<file path="config.mk">
export PLATFORM = sky130hd
export DESIGN_NAME = control_sequencer_flat
export DESIGN_NICKNAME = d
export VERILOG_FILES = /design/src/rtl/control_sequencer_if.sv /design/src/rtl/control_sequencer.sv /design/src/flat_wrapper.sv
export SDC_FILE = /design/constraint.sdc
export NUM_CORES = 1
export LEC_CHECK = 0
export BUFFER_PORTS_ARGS = -buffer_cell sky130_fd_sc_hd__buf_2
export CORE_MARGIN = 5
export CORE_UTILIZATION = 42
export CTS_BUF_LIST = sky130_fd_sc_hd__clkbuf_2
export CTS_CLUSTER_SIZE = 10
export DETAILED_ROUTE_END_ITERATION = 10
export GPL_TIMING_DRIVEN = 0
export PLACE_DENSITY = 0.83
export SETUP_SLACK_MARGIN = 0.15
export SYNTH_ARGS = -nofsm -noshare
export SYNTH_HDL_FRONTEND = slang
export SYNTH_SLANG_ARGS = --single-unit
</file>
<file path="constraint.sdc">
create_clock -name clk -period 1.5 [get_ports clk]
set_clock_uncertainty 0.2 [all_clocks]
set_input_delay 0.075 -clock clk [delete_from_list [all_inputs] [get_ports clk]]
set_output_delay 0.075 -clock clk [all_outputs]
set_load 0.02 [all_outputs]
</file>
<file path="src/rtl/control_sequencer_if.sv">
// Control bundle between the hardwired sequencer and the datapath: IR/Stop in, every strobe out.
interface control_sequencer_if #(
  parameter int NUM_REGS = 16,
  parameter int OPW      = 5
);
  logic [31:0]         ir;
  logic                stop;
  logic [NUM_REGS-1:0] rin;
  logic [NUM_REGS-1:0] rout;
  logic                pc_out;
  logic                mar_in;
  logic                inc_pc;
  logic                read;
  logic                mdr_in;
  logic                mdr_out;
  logic                ir_in;
  logic                y_in;
  logic                zhigh_in;
  logic                zlow_in;
  logic                zhigh_out;
  logic                zlow_out;
  logic                hi_in;
  logic                lo_in;
  logic [OPW-1:0]      op;
  logic                run;
  logic                illegal;

  modport master (
    input  ir, stop,
    output rin, rout, pc_out, mar_in, inc_pc, read, mdr_in, mdr_out, ir_in, y_in,
           zhigh_in, zlow_in, zhigh_out, zlow_out, hi_in, lo_in, op, run, illegal
  );

  modport slave (
    output ir, stop,
    input  rin, rout, pc_out, mar_in, inc_pc, read, mdr_in, mdr_out, ir_in, y_in,
           zhigh_in, zlow_in, zhigh_out, zlow_out, hi_in, lo_in, op, run, illegal
  );
endinterface

</file>
<file path="src/rtl/control_sequencer.sv">
// Hardwired fetch/execute sequencer: a registered T-state machine whose strobes are a Moore
// decode of the current state and the IR held by the datapath.
module control_sequencer #(
  parameter int NUM_REGS = 16,
  parameter int OPW      = 5
) (
  input  logic                clk,
  input  logic                rst_n,
  control_sequencer_if.master bus
);

  typedef enum logic [3:0] {
    RST, T0, T1, T2, T3, T4, T5, T6, HLT
  } state_t;

  state_t state, state_next;
  logic   stop_latched;

  logic [4:0] opcode;
  logic [3:0] ra, rb, rc;
  logic       is_alu, is_muldiv, is_nop, is_halt, is_illegal;
  logic       go_halt;
  state_t     end_state;
  logic       unused_ir_bits;

  assign opcode         = bus.ir[31:27];
  assign ra             = bus.ir[26:23];
  assign rb             = bus.ir[22:19];
  assign rc             = bus.ir[18:15];
  assign unused_ir_bits = ^bus.ir[14:0];

  assign is_alu     = (opcode <= 5'd11);
  assign is_muldiv  = (opcode == 5'd15) || (opcode == 5'd16);
  assign is_nop     = (opcode == 5'd26);
  assign is_halt    = (opcode == 5'd27);
  assign is_illegal = !(is_alu || is_muldiv || is_nop || is_halt);

  // A Stop seen on the closing edge of an instruction still counts, so the latch is bypassed here.
  assign go_halt   = stop_latched || bus.stop;
  assign end_state = go_halt ? HLT : T0;

  function automatic logic [NUM_REGS-1:0] onehot(input logic [3:0] idx);
    return NUM_REGS'(1) << idx;
  endfunction

  always_ff @(posedge clk or negedge rst_n) begin
    if (!rst_n) begin
      state        <= RST;
      stop_latched <= 1'b0;
    end else begin
      state <= state_next;
      if (state != RST && bus.stop)
        stop_latched <= 1'b1;
    end
  end

  always_comb begin
    state_next = state;
    case (state)
      RST: state_next = T0;
      T0:  state_next = T1;
      T1:  state_next = T2;
      T2: begin
        if (is_nop)       state_next = end_state;
        else if (is_halt) state_next = HLT;
        else              state_next = T3;
      end
      T3:  state_next = is_illegal ? end_state : T4;
      T4:  state_next = T5;
      T5:  state_next = is_muldiv ? T6 : end_state;
      T6:  state_next = end_state;
      HLT: state_next = HLT;
      default: state_next = RST;
    endcase
  end

  logic [NUM_REGS-1:0] rin_d, rout_d;
  logic [OPW-1:0]      op_d;
  logic pc_out_d, mar_in_d, inc_pc_d, read_d, mdr_in_d, mdr_out_d, ir_in_d, y_in_d;
  logic zhigh_in_d, zlow_in_d, zhigh_out_d, zlow_out_d, hi_in_d, lo_in_d, run_d, illegal_d;

  // The ALU encoding is the opcode offset by one; it is only presented while operands are on the bus.
  always_comb begin
    rin_d       = '0;
    rout_d      = '0;
    op_d        = '0;
    pc_out_d    = 1'b0;
    mar_in_d    = 1'b0;
    inc_pc_d    = 1'b0;
    read_d      = 1'b0;
    mdr_in_d    = 1'b0;
    mdr_out_d   = 1'b0;
    ir_in_d     = 1'b0;
    y_in_d      = 1'b0;
    zhigh_in_d  = 1'b0;
    zlow_in_d   = 1'b0;
    zhigh_out_d = 1'b0;
    zlow_out_d  = 1'b0;
    hi_in_d     = 1'b0;
    lo_in_d     = 1'b0;
    run_d       = 1'b1;
    illegal_d   = 1'b0;
    case (state)
      T0: begin
        pc_out_d = 1'b1;
        mar_in_d = 1'b1;
        inc_pc_d = 1'b1;
      end
      T1: begin
        read_d   = 1'b1;
        mdr_in_d = 1'b1;
      end
      T2: begin
        mdr_out_d = 1'b1;
        ir_in_d   = 1'b1;
      end
      T3: begin
        if (is_illegal) begin
          illegal_d = 1'b1;
        end else if (is_muldiv) begin
          rout_d = onehot(ra);
          y_in_d = 1'b1;
        end else if (is_alu) begin
          rout_d = onehot(rb);
          y_in_d = 1'b1;
        end
      end
      T4: begin
        op_d      = OPW'(opcode) + OPW'(1);
        zlow_in_d = 1'b1;
        if (is_muldiv) begin
          rout_d     = onehot(rb);
          zhigh_in_d = 1'b1;
        end else begin
          rout_d = onehot(rc);
        end
      end
      T5: begin
        zlow_out_d = 1'b1;
        if (is_muldiv) lo_in_d = 1'b1;
        else           rin_d   = onehot(ra);
      end
      T6: begin
        zhigh_out_d = 1'b1;
        hi_in_d     = 1'b1;
      end
      HLT:     run_d = 1'b0;
      default: ;
    endcase
  end

  assign bus.rin       = rin_d;
  assign bus.rout      = rout_d;
  assign bus.op        = op_d;
  assign bus.pc_out    = pc_out_d;
  assign bus.mar_in    = mar_in_d;
  assign bus.inc_pc    = inc_pc_d;
  assign bus.read      = read_d;
  assign bus.mdr_in    = mdr_in_d;
  assign bus.mdr_out   = mdr_out_d;
  assign bus.ir_in     = ir_in_d;
  assign bus.y_in      = y_in_d;
  assign bus.zhigh_in  = zhigh_in_d;
  assign bus.zlow_in   = zlow_in_d;
  assign bus.zhigh_out = zhigh_out_d;
  assign bus.zlow_out  = zlow_out_d;
  assign bus.hi_in     = hi_in_d;
  assign bus.lo_in     = lo_in_d;
  assign bus.run       = run_d;
  assign bus.illegal   = illegal_d;

endmodule

</file>
<file path="src/flat_wrapper.sv">
// flat-port wrapper written by rule: the top's interface ports become plain ports
module control_sequencer_flat 
#(
  parameter int NUM_REGS = 16,
  parameter int OPW      = 5
)
  (clk, rst_n, bus_ir, bus_stop, bus_rin, bus_rout, bus_pc_out, bus_mar_in, bus_inc_pc, bus_read, bus_mdr_in, bus_mdr_out, bus_ir_in, bus_y_in, bus_zhigh_in, bus_zlow_in, bus_zhigh_out, bus_zlow_out, bus_hi_in, bus_lo_in, bus_op, bus_run, bus_illegal);
  control_sequencer_if #(.NUM_REGS(NUM_REGS), .OPW(OPW)) bus_i ();
  input  logic clk;
  input  logic rst_n;
  input wire logic [$bits(bus_i.ir)-1:0] bus_ir;
  input wire logic [$bits(bus_i.stop)-1:0] bus_stop;
  output wire logic [$bits(bus_i.rin)-1:0] bus_rin;
  output wire logic [$bits(bus_i.rout)-1:0] bus_rout;
  output wire logic [$bits(bus_i.pc_out)-1:0] bus_pc_out;
  output wire logic [$bits(bus_i.mar_in)-1:0] bus_mar_in;
  output wire logic [$bits(bus_i.inc_pc)-1:0] bus_inc_pc;
  output wire logic [$bits(bus_i.read)-1:0] bus_read;
  output wire logic [$bits(bus_i.mdr_in)-1:0] bus_mdr_in;
  output wire logic [$bits(bus_i.mdr_out)-1:0] bus_mdr_out;
  output wire logic [$bits(bus_i.ir_in)-1:0] bus_ir_in;
  output wire logic [$bits(bus_i.y_in)-1:0] bus_y_in;
  output wire logic [$bits(bus_i.zhigh_in)-1:0] bus_zhigh_in;
  output wire logic [$bits(bus_i.zlow_in)-1:0] bus_zlow_in;
  output wire logic [$bits(bus_i.zhigh_out)-1:0] bus_zhigh_out;
  output wire logic [$bits(bus_i.zlow_out)-1:0] bus_zlow_out;
  output wire logic [$bits(bus_i.hi_in)-1:0] bus_hi_in;
  output wire logic [$bits(bus_i.lo_in)-1:0] bus_lo_in;
  output wire logic [$bits(bus_i.op)-1:0] bus_op;
  output wire logic [$bits(bus_i.run)-1:0] bus_run;
  output wire logic [$bits(bus_i.illegal)-1:0] bus_illegal;
  assign bus_i.ir = bus_ir;
  assign bus_i.stop = bus_stop;
  assign bus_rin = bus_i.rin;
  assign bus_rout = bus_i.rout;
  assign bus_pc_out = bus_i.pc_out;
  assign bus_mar_in = bus_i.mar_in;
  assign bus_inc_pc = bus_i.inc_pc;
  assign bus_read = bus_i.read;
  assign bus_mdr_in = bus_i.mdr_in;
  assign bus_mdr_out = bus_i.mdr_out;
  assign bus_ir_in = bus_i.ir_in;
  assign bus_y_in = bus_i.y_in;
  assign bus_zhigh_in = bus_i.zhigh_in;
  assign bus_zlow_in = bus_i.zlow_in;
  assign bus_zhigh_out = bus_i.zhigh_out;
  assign bus_zlow_out = bus_i.zlow_out;
  assign bus_hi_in = bus_i.hi_in;
  assign bus_lo_in = bus_i.lo_in;
  assign bus_op = bus_i.op;
  assign bus_run = bus_i.run;
  assign bus_illegal = bus_i.illegal;
  control_sequencer #(.NUM_REGS(NUM_REGS), .OPW(OPW)) u_core (.clk(clk), .rst_n(rst_n), .bus(bus_i));
endmodule
</file>
==> results, run 1 <==
- The number of clock sinks is 5.
- Summing the areas of all compound-gate instances in the mapped netlist gives 29.7% of the synthesized area.
- The detailed-placement wirelength estimate is between 4000 and 5000 µm.
- Counting along the longest clock path gives a buffer depth of 2.
- The synthesized netlist devotes under 10% of its cell area to XOR and XNOR gates.
- The initial core utilization is roughly 43%.
- The net count after synthesis is 262.
- The vertical die dimension is approximately 71 µm.
- Of the total synthesized cell area, the portion taken by full adders, half adders and majority gates is about 2.4%.
- After the last repair the worst path ends at an output port.
- Synthesis handed over a netlist of around 220 instances.
- Buffers placed on the I/O ports in this run total about 70.
- The netlist area before placement is 1550 µm².
- The Yosys step of the flow raised 0 warnings.
- The sequential-to-total area share from yosys stat is approximately 8%.
- Averaged over all synthesized cells, the footprint is 6.92 µm².
- The post-synthesis register bit count is 5.
- The clock tree root buffer cell is clkbuf_2.
- The largest family of logic cells by synthesized area is simple AND/OR/NAND/NOR gates.
- In the synthesized netlist the dominant register cell turns out to be dfrtp_1.
- The die width is around 71 µm.
- The tool reported: "[ERROR DPL-0038] Utilization greater than 100%, impossible to legalize".
- The mux contribution to synthesized area is a little under a tenth.
- The total number of placement rows is 22.
- The largest net degree at the start of global routing is 11.
- The placer's final routability congestion estimate is ~0.82.
- The number of unique standard cell types used by synthesis is between 40 and 50.
- For this design the top-level I/O count stands at 88.
- The fraction of synthesis flops using an asynchronous set or reset pin is 100%.
- The pin ending the worst setup path after global-route repair is bus_rin[5].
- Counting the buffers created by CTS gives 3.
- The flow halted during 5_1_grt.
- The count of flip-flops with a built-in enable after synthesis is 0.
- The number of H-tree levels is 1.
- The share of synthesized cell area in and, or, nand and nor gates is between 30% and 40%.
- The flow did not finish.
[through the flow]
step / hold slack, ps / worst slack, ps / area [µm²] / TNS [ps] / cells
floorplan: -421 / -213 / 2090 / -6430 / 224
detailed placement: -310 / -606 / 2490 / -16160 / 340
CTS: 55.0 / -492 / 3250 / -17610 / 371
global placement: -312 / -605 / 2490 / -15070 / 340
[synthesized netlist by cell type, types with 2 or more instances]
cell type,n,share of area [%]
a21oi_1,6,1.9
nor3_1,13,4.2
o2bb2ai_1,16,9.0
o211ai_1,2,0.97
inv_1,3,0.73
buf_1,4,0.97
dfrtp_1,5,8.1
buf_4,6,2.9
nand4b_1,3,1.7
nor2b_1,2,0.81
nand2b_1,17,6.9
o32ai_1,16,9.0
or2_2,4,1.6
nor2_1,45,11
buf_2,4,1.3
nand2_1,10,2.4
nand3_1,5,1.6
nand3b_1,3,1.5
nand4_1,2,0.81
o21ai_0,2,0.65
buf_6,5,3.6
clkbuf_1,6,1.5
mux2i_1,14,9.0
and2_1,4,1.6
ha_1,3,2.4
[kinds of logic after synthesis]
group	Yosys count
fa+ha+maj	3
mux	14
simple gates	115
compound gates	56
xor+xnor	2
flops	5
buf+inv	29
[timing repair]
| action | CTS |
|---|---|
| gates resized for setup | 136 |
| hold buffers | 3 |
| gates cloned | 2 |
| pin swaps | 21 |
| hold endpoints to repair | 6 |
| buffers inserted | 22 |
| endpoints found under the setup margin | 57 |
==> run 2, diff against run 1 <==
CORE_UTILIZATION = 35   (was 42)
CTS_BUF_LIST = default   (was sky130_fd_sc_hd__clkbuf_2)
CTS_CLUSTER_SIZE = default   (was 10)
PLACE_DENSITY = default   (was 0.83)
PLACE_DENSITY_LB_ADDON = 0.15   (was default)
SETUP_SLACK_MARGIN = default   (was 0.15)
clock period = 1.95 ns   (was 1.5 ns; I/O delays follow)
==> results, run 2 <==
- Entering global routing, the biggest net connects 11 pins.
- For this run, design rule violations remaining after detail routing come to 0.
- The design draws 1360 µW.
- The number of endpoints with negative hold slack in the final report is 0.
- The CTS tree is done.
- u_core.state holds more flip-flops than any other register.
- The area of the die is around 6000 µm².
- The vertical die dimension came to 76.5 µm (+8.2%).
- Per report_power, the clock group accounts for 14.1% of the total.
- The commonest cells after synthesis are 45 x nor2_1, 17 x nand2b_1, 16 x o2bb2ai_1, 16 x o32ai_1, 14 x mux2i_1.
- The mux contribution to synthesized area is 9.05% (unchanged).
- The switching power of the nets is between 600 and 700 µW.
- Among all flip-flop cells after synthesis, the most frequent one is dfrtp_1.
- The worst slew margin relative to its limit is 58.4%.
- The number of I/O pins came to 88 (unchanged).
- The number of port buffers is 68 (unchanged).
- Cells fill approximately 59% of the core in the end.
- The count of warnings emitted by yosys is 0 (unchanged).
- The worst-case IR drop observed on VDD is around 320 µV.
- Detailed routing inserted a total of 2087 vias.
- The leakage dissipation is ~0.001 µW.
- The via count of the first global-routing pass is slightly below 2000.
- The final reports fail on negative setup slack.
- After clock tree synthesis, the clock-pin slew on the worst setup and hold paths is around 40 ps.
- The source of the worst register-to-register timing path is u_core.state[2].
- The number of clock sinks is 5 (unchanged).
- The run finished, with violations left.
- The fraction of final layout cells sized beyond drive strength 1 is around 47%.
- The setup slack at placement is -242 ps (+364 ps).
- Setup repair after global routing could not meet its margin everywhere.
- The overall routed net length is approximately 6000 µm.
- The number of unique standard cell types used by synthesis came to 49 (unchanged).
- Of the available clock period, the critical path in the final layout requires 104%.
- The first global-routing pass estimated 9130 µm of wire.
- The proportion of total power due to net switching is between 40 and 50%.
- Compared with the post-synthesis result, the final layout area differs by 64.7%.
- On the final layout, the worst hold slack is roughly 13 ps.
- The critical path is of the reg2out type.
- Combinational logic burns approximately 72% of the power.
- The class of the worst hold path is in2async.
- The detailed-placement wirelength estimate was 4110 µm (-4.1%).
- The net count after synthesis is 262 (unchanged).
- The detail-routed via count per cell is 5.64.
- The internal cell power is between 700 and 800 µW.
- The total CTS buffers came to 3 (unchanged).
- The gate count after technology mapping is 224 (unchanged).
- The average footprint of a synthesized cell is 6.92 µm² (unchanged).
- The largest registers in the layout are u_core.state x4, u_core.stop_latched x1.
- The proportion of power drawn by flip-flops and latches is ~14%.
- The adder-cell share of the synthesized area is 2.42% (unchanged).
- For this design the ratio of total power to cell area is between 500 and 600 nW/µm².
- The largest family of logic cells by synthesized area is simple AND/OR/NAND/NOR gates.
- The post-route worst setup slack is -82.6 ps.
- The initial core utilization is 35.8% (-7.1 points).
- The count of nets left with antenna violations after detail routing is 0.
- The post-synthesis register bit count is 5 (unchanged).
- The worst setup path is captured at an output pin.
- The type of origin of the critical path is a register.
- The initial antenna violation count came to 0.
- The number of H-tree levels is 1 (unchanged).
- The first routing iteration left around 170 violations.
- In this run the clock root is driven by a clkbuf_8.
- The most common cell in the synthesized netlist is nor2_1.
- The net count of the finished layout is between 300 and 400.
- The number of placed instances, taps included was 344 (+1.2%).
- The die width was 76.5 µm (+8.2%).
- The cell type contributing the most total cell area after synthesis is nor2_1.
- The routed wirelength normalized by instance count is between 15 and 20 µm.
- After synthesis, the cell types taking the most area are nor2_1 11%, mux2i_1 9.0%, o2bb2ai_1 9.0%.
- The share of synthesized cell area in and, or, nand and nor gates was 38.3% (unchanged).
- The count of flip-flops with a built-in enable after synthesis is 0 (unchanged).
- The total number of placement rows is 24 (+9.1%).
- The max-capacitance violation count is 0.
- The register with the most flip-flops in the layout has 4 of them.
- The transition at the pin with the smallest max-transition slack is roughly 620 ps.
- The fraction of synthesis flops using an asynchronous set or reset pin is 100% (unchanged).
- The data arrival at the endpoint of the critical path is around 1700 ps.
- The netlist area before placement is 1550 µm² (unchanged).
- Setup violations remaining at the end of the flow were counted as 15.
- The core box area is around 4300 µm².
- The placer's final routability congestion estimate is 0.914 (+11%).
- The timing-limited maximum frequency is between 400 and 500 MHz.
- The post-synthesis compound-gate area fraction is 29.7% (unchanged).
- For the worst setup path, the data required time is ~1700 ps.
- The top-area cell type share of the netlist area is 10.9% (unchanged).
- Summed over all layers, the global routing overflow is 0.
- 0 antenna diodes ended up in the layout.
- The worst register-to-register path ends at u_core.state[3].
- The reg2reg setup slack is ~280 ps.
- Clock latency on the worst-skew pair, taken at its later pin, is about 220 ps.
- The most common library cell in the layout ignoring fill and taps is buf_4.
- The clock period minus final worst setup slack is 2030 ps.
- The share of the synthesized netlist area taken by xor and xnor gates is 1.13% (unchanged).
- The worst-case reg-to-reg path depth is 6.
- The sequential-to-total area share from yosys stat is 8.08% (unchanged).
- The first-pass iteration count of the detailed router is 4.
- The library cells used most frequently in the layout, excluding fill and tap cells, are 50 x buf_4, 45 x nor2_1, 40 x buf_2.
- In this run the worst path has a maximum fanout of 5.
- The number of pins exceeding their max-slew limit in the final report is 0.
- For this run, the total global-route usage over all layers was measured as between 10% and 20%.
- The count of cells in the finished layout, fillers not included, comes to 370.
- The number of buffers on the longest clock path is 2 (unchanged).
## run 2: worst max path at each step
| stage | startpoint | end | slack [ps] | cells after the start |
|---|---|---|---|---|
| 6_report | u_core.state[1] | bus_rout[0] | -80 | 6 |
| 5_1_grt | u_core.state[1] | bus_rout[0] | -140 | 6 |
| 4_1_cts | bus_ir[27] | bus_rout[1] | 2 | 10 |
| 3_5_place_dp | bus_ir[28] | bus_rout[7] | -240 | 9 |
| 3_3_place_gp | bus_ir[27] | bus_rout[7] | -250 | 9 |
| 2_1_floorplan | u_core.state[3] | bus_rout[10] | 120 | 6 |
## run 2: cells by family after synthesis
kind of cell / count (synthesis)
simple gates: 115
compound gates: 56
buf+inv: 29
mux: 14
flops: 5
fa+ha+maj: 3
xor+xnor: 2
## run 2: power by group through the flow
| stage | Combinational (µW) | Clock, µW | Sequential, µW |
|---|---|---|---|
| after detailed placement | 791 | 0 | 183 |
| after global placement | 790 | 0 | 183 |
| after CTS | 924 | 194 | 193 |
| final | 977 | 193 | 195 |
| after global routing | 1050 | 203 | 203 |
| after floorplan | 578 | 0 | 171 |
## run 2: layout make-up
cell class | count | area (µm²)
plain buffers | 25 | 194
clock buffers | 4 | 45.0
fillers | 414 | 1770
inverters | 3 | 11.3
multi-input cells | 190 | 1500
flip-flops and latches | 5 | 128
well taps | 52 | 65.1
repair buffers | 91 | 613
## run 2: per-layer routing
| layer | up-vias | wire length [µm] | global-route usage, % |
|---|---|---|---|
| met2 | 85 | 2920 | 30.9 |
| met1 | 971 | 2670 | 24.6 |
| met4 | 0 | 72 | 3.67 |
| met3 | 8 | 360 | 1.89 |
| li1 | 1023 | - | - |
| met5 | - | 0 | 0 |
## run 2: per-stage QoR
stage / TNS [ps] / cell area [µm²]
after floorplan: 0 / 1550
after global placement: -3100 / 1950
after detailed placement: -3130 / 1950
after CTS: 0 / 2350
after global routing: -2710 / 2550
final: -557 / 2550
## run 2: repair_timing
| action | in CTS | in global routing |
|---|---|---|
| setup endpoints to repair | 38 | 33 |
| pin swaps | 12 | 12 |
| gates cloned | 0 | 1 |
| hold buffers | 2 | 0 |
| hold endpoints to repair | 6 | 0 |
| resized for setup | 59 | 32 |
| setup buffers | 10 | 10 |
## run 2: worst max-delay path, cell delays in order (launching register included)
cell and delay, ps:
dfrtp_1 420, nor2_1 250, nand2_4 110, a21oi_4 230
buf_4 190, o2bb2ai_1 140, buf_4 170
Power figures use the tool's default switching activity.
==> run 3, diff against run 2 <==
REMOVE_ABC_BUFFERS = 1   (was default)
==> results, run 3 (synthesis results as in run 2) <==
- The max-capacitance violation count was 0 (unchanged).
- Setup repair after global routing could not meet its margin everywhere.
- The via total after detailed routing is 2016 (-3.4%).
- The critical path is of the reg2out type.
- Leaving out fill and tap cells, the most frequent cell in the layout is nor2_1.
- The global routing usage summed across all routing layers was 17.7% (-0.47 points).
- The routed wirelength normalized by instance count is 17.2 µm (+5.5%).
- The worst slew margin relative to its limit was 72.4% (+14 points).
- The power density relative to cell area was 584 nW/µm² (+9.3%).
- The first-pass iteration count of the detailed router is 4 (unchanged).
- The detail-routed via count per cell is 5.89 (+4.5%).
- The number of port buffers is 72 (+5.9%).
- The final net count is 329 (-7.8%).
- The total CTS buffers came to 3 (unchanged).
- The clock tree root buffer cell is clkbuf_8.
- The core box area is 4320 µm² (unchanged).
- The post-route core utilization was 54.5% (-4.5 points).
- The vertical die dimension came to 76.5 µm (unchanged).
- The maximum fanout along the worst path was 8 (+3).
- The data arrival at the endpoint of the critical path is 1750 ps (about the same).
- The clock latency on the worst-skew pair was 220 ps (about the same).
- The clock slew seen by the registers of the worst setup and hold paths is 40 ps (about the same).
- The number of placed instances, taps included is 322 (-6.4%).
- The timing-limited maximum frequency is 489 MHz (-0.57%).
- The worst setup path is captured at an output pin.
- The fraction of final layout cells sized beyond drive strength 1 came to 42.8% (-4.1 points).
- The worst setup path is launched from a register.
- The number of design rule violations left after detail routing came to 0 (unchanged).
- The overall routed net length is 5870 µm (-2.5%).
- The initial antenna violation count came to 0 (unchanged).
- The number of failing setup endpoints in the final timing report is 17 (+2).
- The leakage dissipation was 0.000944 µW (-8.1%).
- The number of pins exceeding their max-slew limit in the final report is 0 (unchanged).
- In this run the critical register-to-register path is launched from u_core.state[1].
- The initial core utilization is 35.8% (unchanged).
- The count of nets left with antenna violations after detail routing is 0 (unchanged).
- TritonCTS built the clock tree.
- The global-route wire length before repair is 9030 µm (-1.1%).
- The area growth from synthesis to layout is 52.1%.
- The area of the die is 5860 µm² (unchanged).
- The data required time of the critical path is 1650 ps (about the same).
- The die width came to 76.5 µm (unchanged).
- The period utilization is 105% (+0.60 points).
- In the final layout, the registers with the most flip-flops are u_core.state x4, u_core.stop_latched x1.
- The largest net degree at the start of global routing is 23 (+12).
- The number of clock sinks is 5 (unchanged).
- The class of the worst hold path is in2async.
- The launching instance or port of the critical path is u_core.state[3].
- The DRC violation total after the first TritonRoute iteration is 130 (-21%).
- The largest voltage drop on the vdd net was 895 µV (+180%).
- The flip-flop count of the largest register after layout is 4 (unchanged).
- The via count of the first global-routing pass came to 1852 (-3.9%).
- The number of buffers on the longest clock path is 2 (unchanged).
- The transition at the pin with the smallest max-transition slack came to 414 ps (-210 ps).
- The number of endpoints with negative hold slack in the final report is 0 (unchanged).
- The post-route worst setup slack is -94.3 ps (-11.7 ps).
- The final reports fail on negative setup slack.
- The clock period minus final worst setup slack is 2040 ps (+11.7 ps).
- u_core.state holds more flip-flops than any other register.
- Leaving out fill and tap cells, the most frequent cells in the layout are 44 x nor2_1, 40 x buf_2, 31 x buf_4.
- The number of I/O pins is 88 (unchanged).
- The overflow left after global routing came to 0 (unchanged).
- The total number of placement rows was 24 (unchanged).
- The flow ran to the end, but the final reports show violations.
- The detailed-placement wirelength estimate is 3970 µm (-3.5%).
- The count of inserted antenna diode cells is 0 (unchanged).
- The placer's final routability congestion estimate is 0.862 (-5.7%).
- The final standard cell count with taps included and fillers excluded is 342 (-7.6%).
- The number of H-tree levels is 1 (unchanged).
-- run 3: cell type report --
| class | instances | area (µm²) |
|---|---|---|
| Clock buffer | 4 | 45.0 |
| Timing Repair Buffer | 86 | 631 |
| Sequential cell | 5 | 129 |
| Multi-Input combinational cell | 192 | 1480 |
| Fill cell | 437 | 1970 |
| Tap cell | 52 | 65.1 |
| Inverter | 3 | 11.3 |
-- run 3: routing by layer --
layer  GRT usage [%]  wire [µm]
met4            4.55         65
met2            29.3       2940
met5               0          0
met1            23.3       2480
met3            3.43        380
-- run 3: critical path: stages, from the launching register on --
cell and delay, ps:
dfrtp_2 450, buf_12 150, nor2b_4 150, nand2_4 80, a21oi_4 220, clkbuf_16 220, o2bb2ai_2 120, buf_6 140
-- run 3: path summary, 6_finish.rpt --
check | end | slack, ps | cells past startpoint
worst max-delay path | bus_rout[8] | -90 | 7
worst min-delay path | u_core.state[1] | 20 | 2
worst max register to register | u_core.state[2] | 210 | 4
worst min register to register | u_core.stop_latched | 280 | 1
max in group asynchronous | u_core.state[2] | 1380 | 2
min in group clk | u_core.stop_latched | 280 | 1
-- run 3: stage by stage --
step	setup slack, ps	total power (µW)	cell area (µm²)	setup TNS [ps]	hold WS [ps]
after floorplan	-671	647	1390	-12140	-398
after global placement	-434	883	1810	-13550	-283
after detailed placement	-436	884	1810	-13530	-282
after CTS	-0.518	1190	2040	-0.518	18.8
after global routing	-159	1470	2360	-3440	55.5
final	-94.3	1380	2360	-1170	21.9
-- run 3: timing repair --
| action | CTS | global route |
|---|---|---|
| buffers inserted | 5 | 6 |
| cloned | 1 | 2 |
| setup endpoints to repair | 44 | 36 |
| pin swaps | 2 | 10 |
| endpoints found under the hold margin | 6 | 0 |
| hold buffers | 2 | 0 |
| resized for setup | 20 | 61 |
-- run 3: power by group --
| part | leakage (µW) | internal, µW | switching [µW] | total, µW |
|---|---|---|---|---|
| clock network | 0.0000228 | 140 | 50.8 | 191 |
| logic | 0.000865 | 416 | 547 | 963 |
| registers | 0.0000558 | 148 | 75.2 | 223 |
| total | 0.000944 | 704 | 673 | 1380 |
==> run 4, diff against run 3 <==
GPL_TIMING_DRIVEN = default   (was 0)
==> results, run 4 (synthesis results as in run 2) <==
- The run finished with clean final reports.
- The clock tree root buffer cell is clkbuf_8.
- The clock latency on the worst-skew pair is 220 ps (about the same).
- The via count of the first global-routing pass is 1906 (+2.9%).
- The via total after detailed routing was 1991 (-1.2%).
- The share of total power in combinational logic is 67.8% (-2.1 points).
- The signed area change from the synthesized netlist to the final layout is 38.1%.
- The leakage dissipation is 0.000909 µW (-3.7%).
- The number of H-tree levels was 1 (unchanged).
- u_core.state holds more flip-flops than any other register.
- The overall routed net length is 5420 µm (-7.7%).
- The number of placed instances, taps included is 343 (+6.5%).
- The portion of total power attributed to the clock network was 16.1% (+2.2 points).
- TritonCTS built the clock tree.
- The total CTS buffers was 3 (unchanged).
- The endpoint kind of the worst setup timing path is an output pin.
- The detail-routed via count per cell came to 5.67 (-3.8%).
- The power density relative to cell area is 556 nW/µm² (-4.8%).
- The detailed-placement wirelength estimate was 4140 µm (+4.5%).
- The number of design rule violations left after detail routing is 0 (unchanged).
- The largest net degree at the start of global routing came to 22 (-4.3%).
- The type of origin of the critical path is a register.
- The timing-limited maximum frequency is 519 MHz (+6.2%).
- The worst slew margin relative to its limit came to 74.6% (+2.2 points).
- The period utilization came to 98.7% (-6.1 points).
- The post-route worst setup slack is 24.9 ps (+119 ps).
- The proportion of total power due to net switching came to 49.2% (+0.32 points).
- The transition at the pin with the smallest max-transition slack is 381 ps (-33.4 ps).
- The most common library cell in the layout ignoring fill and taps is buf_2.
- The proportion of power drawn by flip-flops and latches is 16.2% (about the same).
- The largest voltage drop on the vdd net came to 697 µV (-22%).
- The final standard cell count with taps included and fillers excluded was 351 (+2.6%).
- The switching power of the nets is 586 µW (-13%).
- The maximum fanout along the worst path is 17 (+9).
- The fraction of final layout cells sized beyond drive strength 1 was 37.5% (-5.3 points).
- In the layout the commonest cells are 58 x buf_2, 45 x nor2_1, 33 x buf_4.
- The global-route track usage on met3 was 2.36% (-1.1 points).
- The number of I/O pins is 88 (unchanged).
- The count of inserted antenna diode cells was 0 (unchanged).
- The clock period minus final worst setup slack is 1930 ps (-119 ps).
- The initial antenna violation count was 0 (unchanged).
- The number of endpoints with negative hold slack in the final report is 0 (unchanged).
- The overflow left after global routing is 0 (unchanged).
- The total number of placement rows was 24 (unchanged).
- The die width came to 76.5 µm (unchanged).
- The vertical die dimension is 76.5 µm (unchanged).
- The internal cell power came to 605 µW (-14%).
- The data arrival at the endpoint of the critical path came to 1630 ps (-120 ps).
- The number of port buffers is 72 (unchanged).
- The number of pins exceeding their max-slew limit in the final report is 0 (unchanged).
- The largest registers in the layout are u_core.state x4, u_core.stop_latched x1.
- The global routing usage summed across all routing layers is 17.3% (-0.42 points).
- The DRC violation total after the first TritonRoute iteration was 148 (+14%).
- The max-capacitance violation count came to 0 (unchanged).
- The number of failing setup endpoints in the final timing report was 0 (-17).
- The met2 track utilization from global routing is 29.9% (+0.60 points).
- The first-pass iteration count of the detailed router is 4 (unchanged).
- The placer's final routability congestion estimate is 0.894 (+3.7%).
- Setup repair after global routing could not meet its margin everywhere.
- The number of buffers on the longest clock path came to 2 (unchanged).
- In this run the most used layer during global routing was met2.
- The global-route wire length before repair came to 8780 µm (-2.8%).
- The core box area is 4320 µm² (unchanged).
- The critical setup path kind is reg2out.
- The final net count is 338 (+2.7%).
- The routing usage on met1 is 21.9% (-1.4 points).
- The count of nets left with antenna violations after detail routing came to 0 (unchanged).
- The initial core utilization came to 35.8% (unchanged).
- The routed wirelength normalized by instance count came to 15.4 µm (-10%).
- The setup slack at placement is 54.8 ps (+491 ps).
- The class of the worst hold path is in2async.
- The data required time of the critical path is 1650 ps (about the same).
- The flip-flop count of the largest register after layout is 4 (unchanged).
- The clock slew seen by the registers of the worst setup and hold paths was 40 ps (about the same).
- The area of the die is 5860 µm² (unchanged).
- The number of clock sinks is 5 (unchanged).
-- run 4: final timing paths --
check | from | endpoint | slack, ps | cells after the start
max in group asynchronous | rst_n | u_core.state[0] | 1380 | 2
min in group clk | u_core.stop_latched | u_core.stop_latched | 290 | 1
setup reg to reg | u_core.state[2] | u_core.state[2] | 340 | 5
setup / recovery | u_core.state[1] | bus_rout[12] | 20 | 6
hold / removal | rst_n | u_core.state[1] | 30 | 2
hold reg to reg | u_core.stop_latched | u_core.stop_latched | 290 | 1
-- run 4: power by group through the flow --
stage | sequential (µW) | clock, µW | combinational (µW)
floorplan | 196 | 0 | 452
global placement | 191 | 0 | 768
CTS | 189 | 189 | 775
finish | 192 | 191 | 807
detailed placement | 190 | 0 | 768
global route | 198 | 202 | 874
-- run 4: through the flow --
step | total power [µW] | util (%) | area, µm² | hold slack (ps) | TNS (ps)
3_5_place_dp | 958 | 46.1 | 1990 | -284 | 0
4_1_cts | 1150 | 47.6 | 2060 | 18.2 | 0
5_1_grt | 1270 | 49.5 | 2140 | 61.3 | -1380
3_3_place_gp | 960 | 46.1 | 1990 | -285 | 0
6_report | 1190 | 49.5 | 2140 | 33.6 | 0
2_1_floorplan | 647 | - | 1390 | -398 | -12140
-- run 4: cell type report --
type | instances | area, µm²
Fill cell | 449 | 2180
Multi-Input combinational cell | 191 | 1280
Timing Repair Buffer | 96 | 609
Sequential cell | 5 | 126
Tap cell | 52 | 65.1
Clock buffer | 4 | 45.0
Inverter | 3 | 11.3
-- run 4: per-layer routing --
| metal | wire length [µm] | share of wire (%) |
|---|---|---|
| met4 | 25 | 0.46 |
| met3 | 282 | 5.2 |
| met1 | 2390 | 44 |
| met5 | 0 | 0 |
| met2 | 2720 | 50 |
-- run 4: critical path, cell delays in order (launching register included) --
cell	delay [ps]
dfrtp_1	430
nor2_1	190
nand2_2	120
a21oi_2	170
buf_12	170
o2bb2ai_1	130
buf_2	190
-- run 4: repair_timing --
item / in CTS / in global routing
endpoints found under the hold margin: 6 / 0
gates resized for setup: 0 / 22
hold buffers: 2 / 0
buffers inserted: 0 / 1
endpoints found under the setup margin: 0 / 35
